File: config.mk
export PLATFORM = sky130hd
export DESIGN_NAME = apb_master_arbiter
export DESIGN_NICKNAME = d
export VERILOG_FILES = /design/src/rtl/apb_master_arbiter.sv
export SDC_FILE = /design/constraint.sdc
export NUM_CORES = 1
export LEC_CHECK = 0
export ABC_AREA = 1
export ABC_CLOCK_PERIOD_IN_PS = 2100
export BUFFER_PORTS_ARGS = -buffer_cell sky130_fd_sc_hd__buf_2
export CAP_MARGIN = 20
export CORE_UTILIZATION = 39
export CTS_CLUSTER_DIAMETER = 200
export DETAILED_ROUTE_END_ITERATION = 8
export PLACE_DENSITY = 0.69
export SLEW_MARGIN = 20
export SYNTH_ARGS = -nofsm -noshare
export SYNTH_HDL_FRONTEND = slang
export SYNTH_SLANG_ARGS = --single-unit
File: constraint.sdc
create_clock -name PCLK -period 2.1 [get_ports PCLK]
set_input_delay 0.42 -clock PCLK [delete_from_list [all_inputs] [get_ports PCLK]]
set_output_delay 0.42 -clock PCLK [all_outputs]
set_load 0.05 [all_outputs]
File: src/rtl/apb_master_arbiter.sv
// Two-requester APB master: round-robin grant in IDLE, AMBA 3 SETUP/ACCESS
// sequencing, and a bounded PREADY wait that aborts the transfer with an error.
module apb_master_arbiter #(
    parameter int unsigned APB_ADDR_WIDTH = 4,
    parameter int unsigned APB_DATA_WIDTH = 32,
    parameter int unsigned TIMEOUT        = 16
) (
    input  logic                        PCLK,
    input  logic                        PRESETn,
    input  logic [1:0]                  req_valid,
    input  logic [1:0]                  req_write,
    input  logic [2*APB_ADDR_WIDTH-1:0] req_addr,
    input  logic [2*APB_DATA_WIDTH-1:0] req_wdata,
    output logic [1:0]                  req_ready,
    output logic [1:0]                  resp_valid,
    output logic [APB_DATA_WIDTH-1:0]   resp_rdata,
    output logic                        resp_err,
    output logic                        PSEL,
    output logic                        PENABLE,
    output logic                        PWRITE,
    output logic [APB_ADDR_WIDTH-1:0]   PADDR,
    output logic [APB_DATA_WIDTH-1:0]   PWDATA,
    input  logic [APB_DATA_WIDTH-1:0]   PRDATA,
    input  logic                        PREADY,
    input  logic                        PSLVERR
);

    localparam int unsigned CW = $clog2(TIMEOUT + 1);

    typedef enum logic [1:0] {IDLE, SETUP, ACCESS} state_t;

    state_t          state, state_nxt;
    logic            gnt, gnt_nxt, last_gnt;
    logic            take, done_ok, done_to;
    logic [CW-1:0]   wait_cnt;

    always_comb begin
        state_nxt = state;
        gnt_nxt   = gnt;
        req_ready = '0;
        take      = 1'b0;
        done_ok   = 1'b0;
        done_to   = 1'b0;
        PSEL      = 1'b0;
        PENABLE   = 1'b0;
        case (state)
            IDLE: begin
                // req_ready is combinational, so it is held low while in reset
                if (PRESETn && (|req_valid)) begin
                    take      = 1'b1;
                    gnt_nxt   = (&req_valid) ? ~last_gnt : req_valid[1];
                    req_ready = gnt_nxt ? 2'b10 : 2'b01;
                    state_nxt = SETUP;
                end
            end
            SETUP: begin
                PSEL      = 1'b1;
                state_nxt = ACCESS;
            end
            ACCESS: begin
                PSEL    = 1'b1;
                PENABLE = 1'b1;
                if (PREADY) begin
                    done_ok   = 1'b1;
                    state_nxt = IDLE;
                end else if (wait_cnt == CW'(TIMEOUT - 1)) begin
                    done_to   = 1'b1;
                    state_nxt = IDLE;
                end
            end
            default: state_nxt = IDLE;
        endcase
    end

    always_ff @(posedge PCLK or negedge PRESETn) begin
        if (!PRESETn) begin
            state      <= IDLE;
            gnt        <= 1'b0;
            last_gnt   <= 1'b1;
            wait_cnt   <= '0;
            PWRITE     <= 1'b0;
            PADDR      <= '0;
            PWDATA     <= '0;
            resp_valid <= '0;
            resp_rdata <= '0;
            resp_err   <= 1'b0;
        end else begin
            state      <= state_nxt;
            resp_valid <= '0;
            if (take) begin
                gnt    <= gnt_nxt;
                PWRITE <= req_write[gnt_nxt];
                PADDR  <= req_addr[(gnt_nxt ? APB_ADDR_WIDTH : 0) +: APB_ADDR_WIDTH];
                PWDATA <= req_wdata[(gnt_nxt ? APB_DATA_WIDTH : 0) +: APB_DATA_WIDTH];
            end
            if (state == SETUP) begin
                wait_cnt <= '0;
            end else if (state == ACCESS && wait_cnt != '1) begin
                wait_cnt <= wait_cnt + CW'(1);
            end
            if (done_ok || done_to) begin
                resp_valid <= gnt ? 2'b10 : 2'b01;
                resp_rdata <= (done_ok && !PWRITE) ? PRDATA : '0;
                resp_err   <= done_to | PSLVERR;
                last_gnt   <= gnt;
            end
        end
    end

endmodule

### After elaboration in Yosys (flattened, before gate mapping)

Cells that the tools add are included.

* flip-flop bits (word level): 81
* input bits: 112

* $add $sub $neg: 1
* order comparisons: 1
* eq/ne operators: 6
* shift operators: 2
* muxes and demuxes: 28
* bitwise gates (word level): 2
* reductions and logical operators: 11

Operator list (number)
* 64-bit by 7-bit variable part select with 32-bit output: 1
* 32-bit 2-to-1 mux: 1
* 2-bit 2-to-1 mux: 8
* 1-bit 2-to-1 mux: 14
* 5-bit 2-to-1 mux: 2
* 8-bit by 4-bit variable part select with 4-bit output: 1
* 6-bit 2-to-1 mux: 1
* 2-bit one-hot mux with 3 select lines: 1
* 5-bit by 1-bit adder with 5-bit output (second input constant): 1
* 5-bit by 4-bit == test with 1-bit output (second input constant): 1
* 5-bit inequality test (second input constant): 1
* 2-bit AND reduction: 2
* 2-bit OR reduction: 2
* 1-bit logical AND: 3
* 3-bit 2-to-1 mux: 1
* 3-bit inequality test (second input constant): 1
* 2-bit by 1-bit == test with 1-bit output (second input constant): 1
* 2-bit == test (second input constant): 1
* 2-bit zero test: 1
* 1-bit by 2-bit less-than comparator with 1-bit output (second input constant): 1
* 2-bit inequality test (second input constant): 1
* 2-bit nonzero test: 1
* 1-bit zero test: 1
* 1-bit logical OR: 1
* 2 further kinds: 2

### Depth between registers and ports, before layout

* depth after elaboration: 6
* gate-level depth with buffers: 9
* gate-level depth less buffers: 9

### Worst setup path before layout

No wires, ideal clock.

* kind: register -> output
* start point: reg state[0]
* end point: out req_ready[1]
* arrival time: 1758 ps
* data required time: 1680 ps
* slack: -78 ps
* stages on the path, launching flop included: 7
* cell sequence: dfrtp_1 -> inv_1 -> ha_1 -> nand3_2 -> buf_6 -> clkbuf_1 -> nor2_1

* word-level cells in the longest chain between the ends: 2

RTL lines
* from (decl): RTL line 32 `state_t state, state_nxt;`
* from (signal assigned): RTL line 88 `state <= state_nxt;`
* 2-bit zero test: RTL line 46 `case (state)`
* 2-bit 2-to-1 mux: RTL line 46
* to (decl): RTL line 14 `output logic [1:0] req_ready,`

Every way passes these cells.

### Worst setup path in the final report

* start point: reg state[1]
* end point: out req_ready[1]

Same word-level chain as after synthesis.

==> results.md <==
- Outcome: complete, no violations
- Final core utilization: 53.22%
- Synth cell count leaders: nand2_1, inv_1, dfrtp_1
- Routed vias/inst: 4.505
- Critical path endpoint category: primary output
- Warnings, synthesis: 0
- Via count of the first global-routing pass: 3678
- Rows: 36
- Area Overhead vs Synth: 30.74%
- CP peak stage delay: 410 ps
- Routed via count: 3847
- RSZ-0062 raised after global routing: no
- Syn Inst Count: 533
- Cell Pwr Density: 1644 nW/um2
- Antenna Diode Count: 0
- Clk slew on worst S/H paths: 90 ps
- Comb pwr share: 55.8%
- NetSw: 4.686 mW
- Most common cell in the netlist: nand2_1
- DIE AREA: 10750 um2
- Post-synth top flop: dfrtp_1
- Startpoint type of the worst setup path: register
- Initial cell density of the core: 40.71%
- Max frequency: 505.3 MHz
- Fin worst setup slack: 120.8 ps
- Sequential share of the synthesized area: 50.28%
- Overall power: 8.672 mW
- CTS Hold Bufs: 0
- Max-slew headroom: 51.80%
- Fin. Hold Viols: 0
- Post-synth EDFFs: 0
- TritonCTS buffer count: 9
- Seq cells post-synth: 81
- Clock network power share: 13.7%
- Max-slew violations: 0
- Total gr overflow: 0
- Min-Delay Path Class: input port to async pin
- Synth top area share: 49.63%
- WL/cell: 11.86 um
- Final antenna-violating net count: 0
- DPL Wire Length: 7234 um
- Nets@finish: 835
- CTS sink cnt: 81
- Sw Share: 54.04%
- DIE HEIGHT: 103.7 um
- Post-layout minimum cycle time: 1979 ps
- Worst-Skew Late Latency: 350 ps
- Top Family by Delay on Critical Path: flip-flops
- Share of synthesized registers carrying an async set or reset: 100.0%
- Critical setup path kind: register to primary output
- CTS tree: yes
- DRC Markers: 0
- Internal power: 3.986 mW
- CP Buf/Inv Count: 2
- Share of power burned in registers: 30.4%
- CP required: 1680 ps
- GP Congestion: 0.8125
- Placement Setup Slack: 427.5 ps
- Drt initial violations: 215
- Post-synthesis cell type count: 21
- Max-cap check violation count: 0
- Largest net degree at the start of global routing: 82
- Leakage: 3.336 nW
- Total iterations of the first detailed-routing run: 4
- GRT Overall Usage: 19.34%
- Period Utilization, post-route: 94.25%
- Crit path cell chain: inv_1 -> ha_1 -> nand3_2 -> nor2_2 -> clkbuf_4
- Synth Cell Area: 4034 um2
- CTS HTree Levels: 3
- CTS max path bufs: 2
- Post-Syn Nets: 652
- Worst EP arrival: 1560 ps
- Core area: 9910 um2
- Root Driver: clkbuf_8
- Die Width: 103.7 um
- Slowest cell on crit path: dfrtp_1
- Least-Margin Pin Slew: 723.0 ps
- First-pass GRT wire length: 16800 um
- Final setup violation count: 0
- Peak supply drop: 0.7686 mV
- Crit Path Max Fanout: 4
- Sum Neg Setup Slack: 0 ps
- Buffers on Ports: 187
- Layout cells sized above 1: 30.93%
- Final hold slack: 250.9 ps
- I/O pins: 188
- Synth area leader: dfrtp_1
- Antenna violations before repair: 0
- Syn avg cell area: 7.568 um2
- Clock Skews: 11.78 ps
- WL final: 10130 um
- Synth top area cells: dfrtp_1, nand2_1, inv_1, nand3_1, a21oi_1
## sequential cells by signal (all words and copies together), names as in the netlist
signal,cells
PWRITE,1
gnt,1
PADDR,4
wait_cnt,5
PWDATA,32
resp_rdata,32
state,2
resp_err,1
resp_valid,2
last_gnt,1
## through the flow
step / std cells / cell area, um2
detailed placement: 838 / 5051
CTS: 854 / 5263
floorplan: 533 / 4036
global route: 854 / 5274
finish: 854 / 5274
global placement: 838 / 5051
## placed cells by master, fill, tap and decap left out
cell / count
buf_2: 184
nand2_1: 158
inv_1: 120
dfrtp_1: 80
nand3_1: 41
a21oi_1: 38
o21ai_1: 31
nor2_1: 12
buf_4: 11
clkbuf_8: 10
o21ai_0: 9
ha_1: 7
clkinv_4: 3
inv_2: 2
nor2_2: 2
inv_6: 2
clkbuf_4: 2
o21ai_2: 1
nand2_2: 1
nand3_2: 1
or2_4: 1
nor3_1: 1
a211oi_1: 1
bufinv_16: 1
dfstp_2: 1
buf_6: 1
## path summary, 6_finish.rpt
check | start | endpoint | slack (ps) | cells past startpoint
min in group PCLK | PRDATA[15] | resp_rdata[15] | 300 | 3
setup reg to reg | state[1] | PADDR[1] | 400 | 8
setup / recovery | state[1] | req_ready[1] | 120 | 5
max in group asynchronous | PRESETn | PADDR[1] | 1350 | 2
hold / removal | PRESETn | wait_cnt[4] | 250 | 2
hold reg to reg | gnt | resp_valid[0] | 430 | 1
## routing by layer
metal  share of wire (%)  track usage [%]  vias to the layer above  wire length [um]
met3                 5.4            3.335                       24               548
met5                   0                0                        -                 0
li1                    -                -                     1963                 -
met4                 2.9            9.694                        0               293
met1                  43            23.22                     1733              4326
met2                  49            33.41                      127              4957
## area by class of cell
cell class / count / area [um2]
flip-flops and latches: 81 / 2028
clock inverters: 6 / 73.82
clock buffers: 10 / 137.6
multi-input cells: 304 / 1380
repair buffers: 198 / 1030
well taps: 133 / 166.4
inverters: 122 / 457.9
fillers: 969 / 4636
## cell families (layout without fill, tap and decap cells)
family | Yosys count | in the layout | share of synthesized area [%]
fa+ha+maj | 7 | 7 | 2.171
flops | 81 | 81 | 50.28
simple gates | 217 | 217 | 21.84
buf+inv | 148 | 336 | 15.63
compound gates | 80 | 80 | 10.08
## power groups by stage
| stage | logic [mW] | clock network (mW) | registers [mW] |
|---|---|---|---|
| after floorplan | 1.52 | 0 | 4.85 |
| after global placement | 4.79 | 0 | 2.64 |
| after detailed placement | 4.88 | 0 | 2.65 |
| after CTS | 4.88 | 1.23 | 2.64 |
| after global routing | 5.19 | 1.31 | 2.73 |
| final | 4.84 | 1.19 | 2.64 |
## repair_timing
action                                  CTS  global route
resized for setup                         0             3
setup buffers                             0             0
hold endpoints to repair                  0             0
endpoints found under the setup margin    0             2
Power figures use the tool's default switching activity.
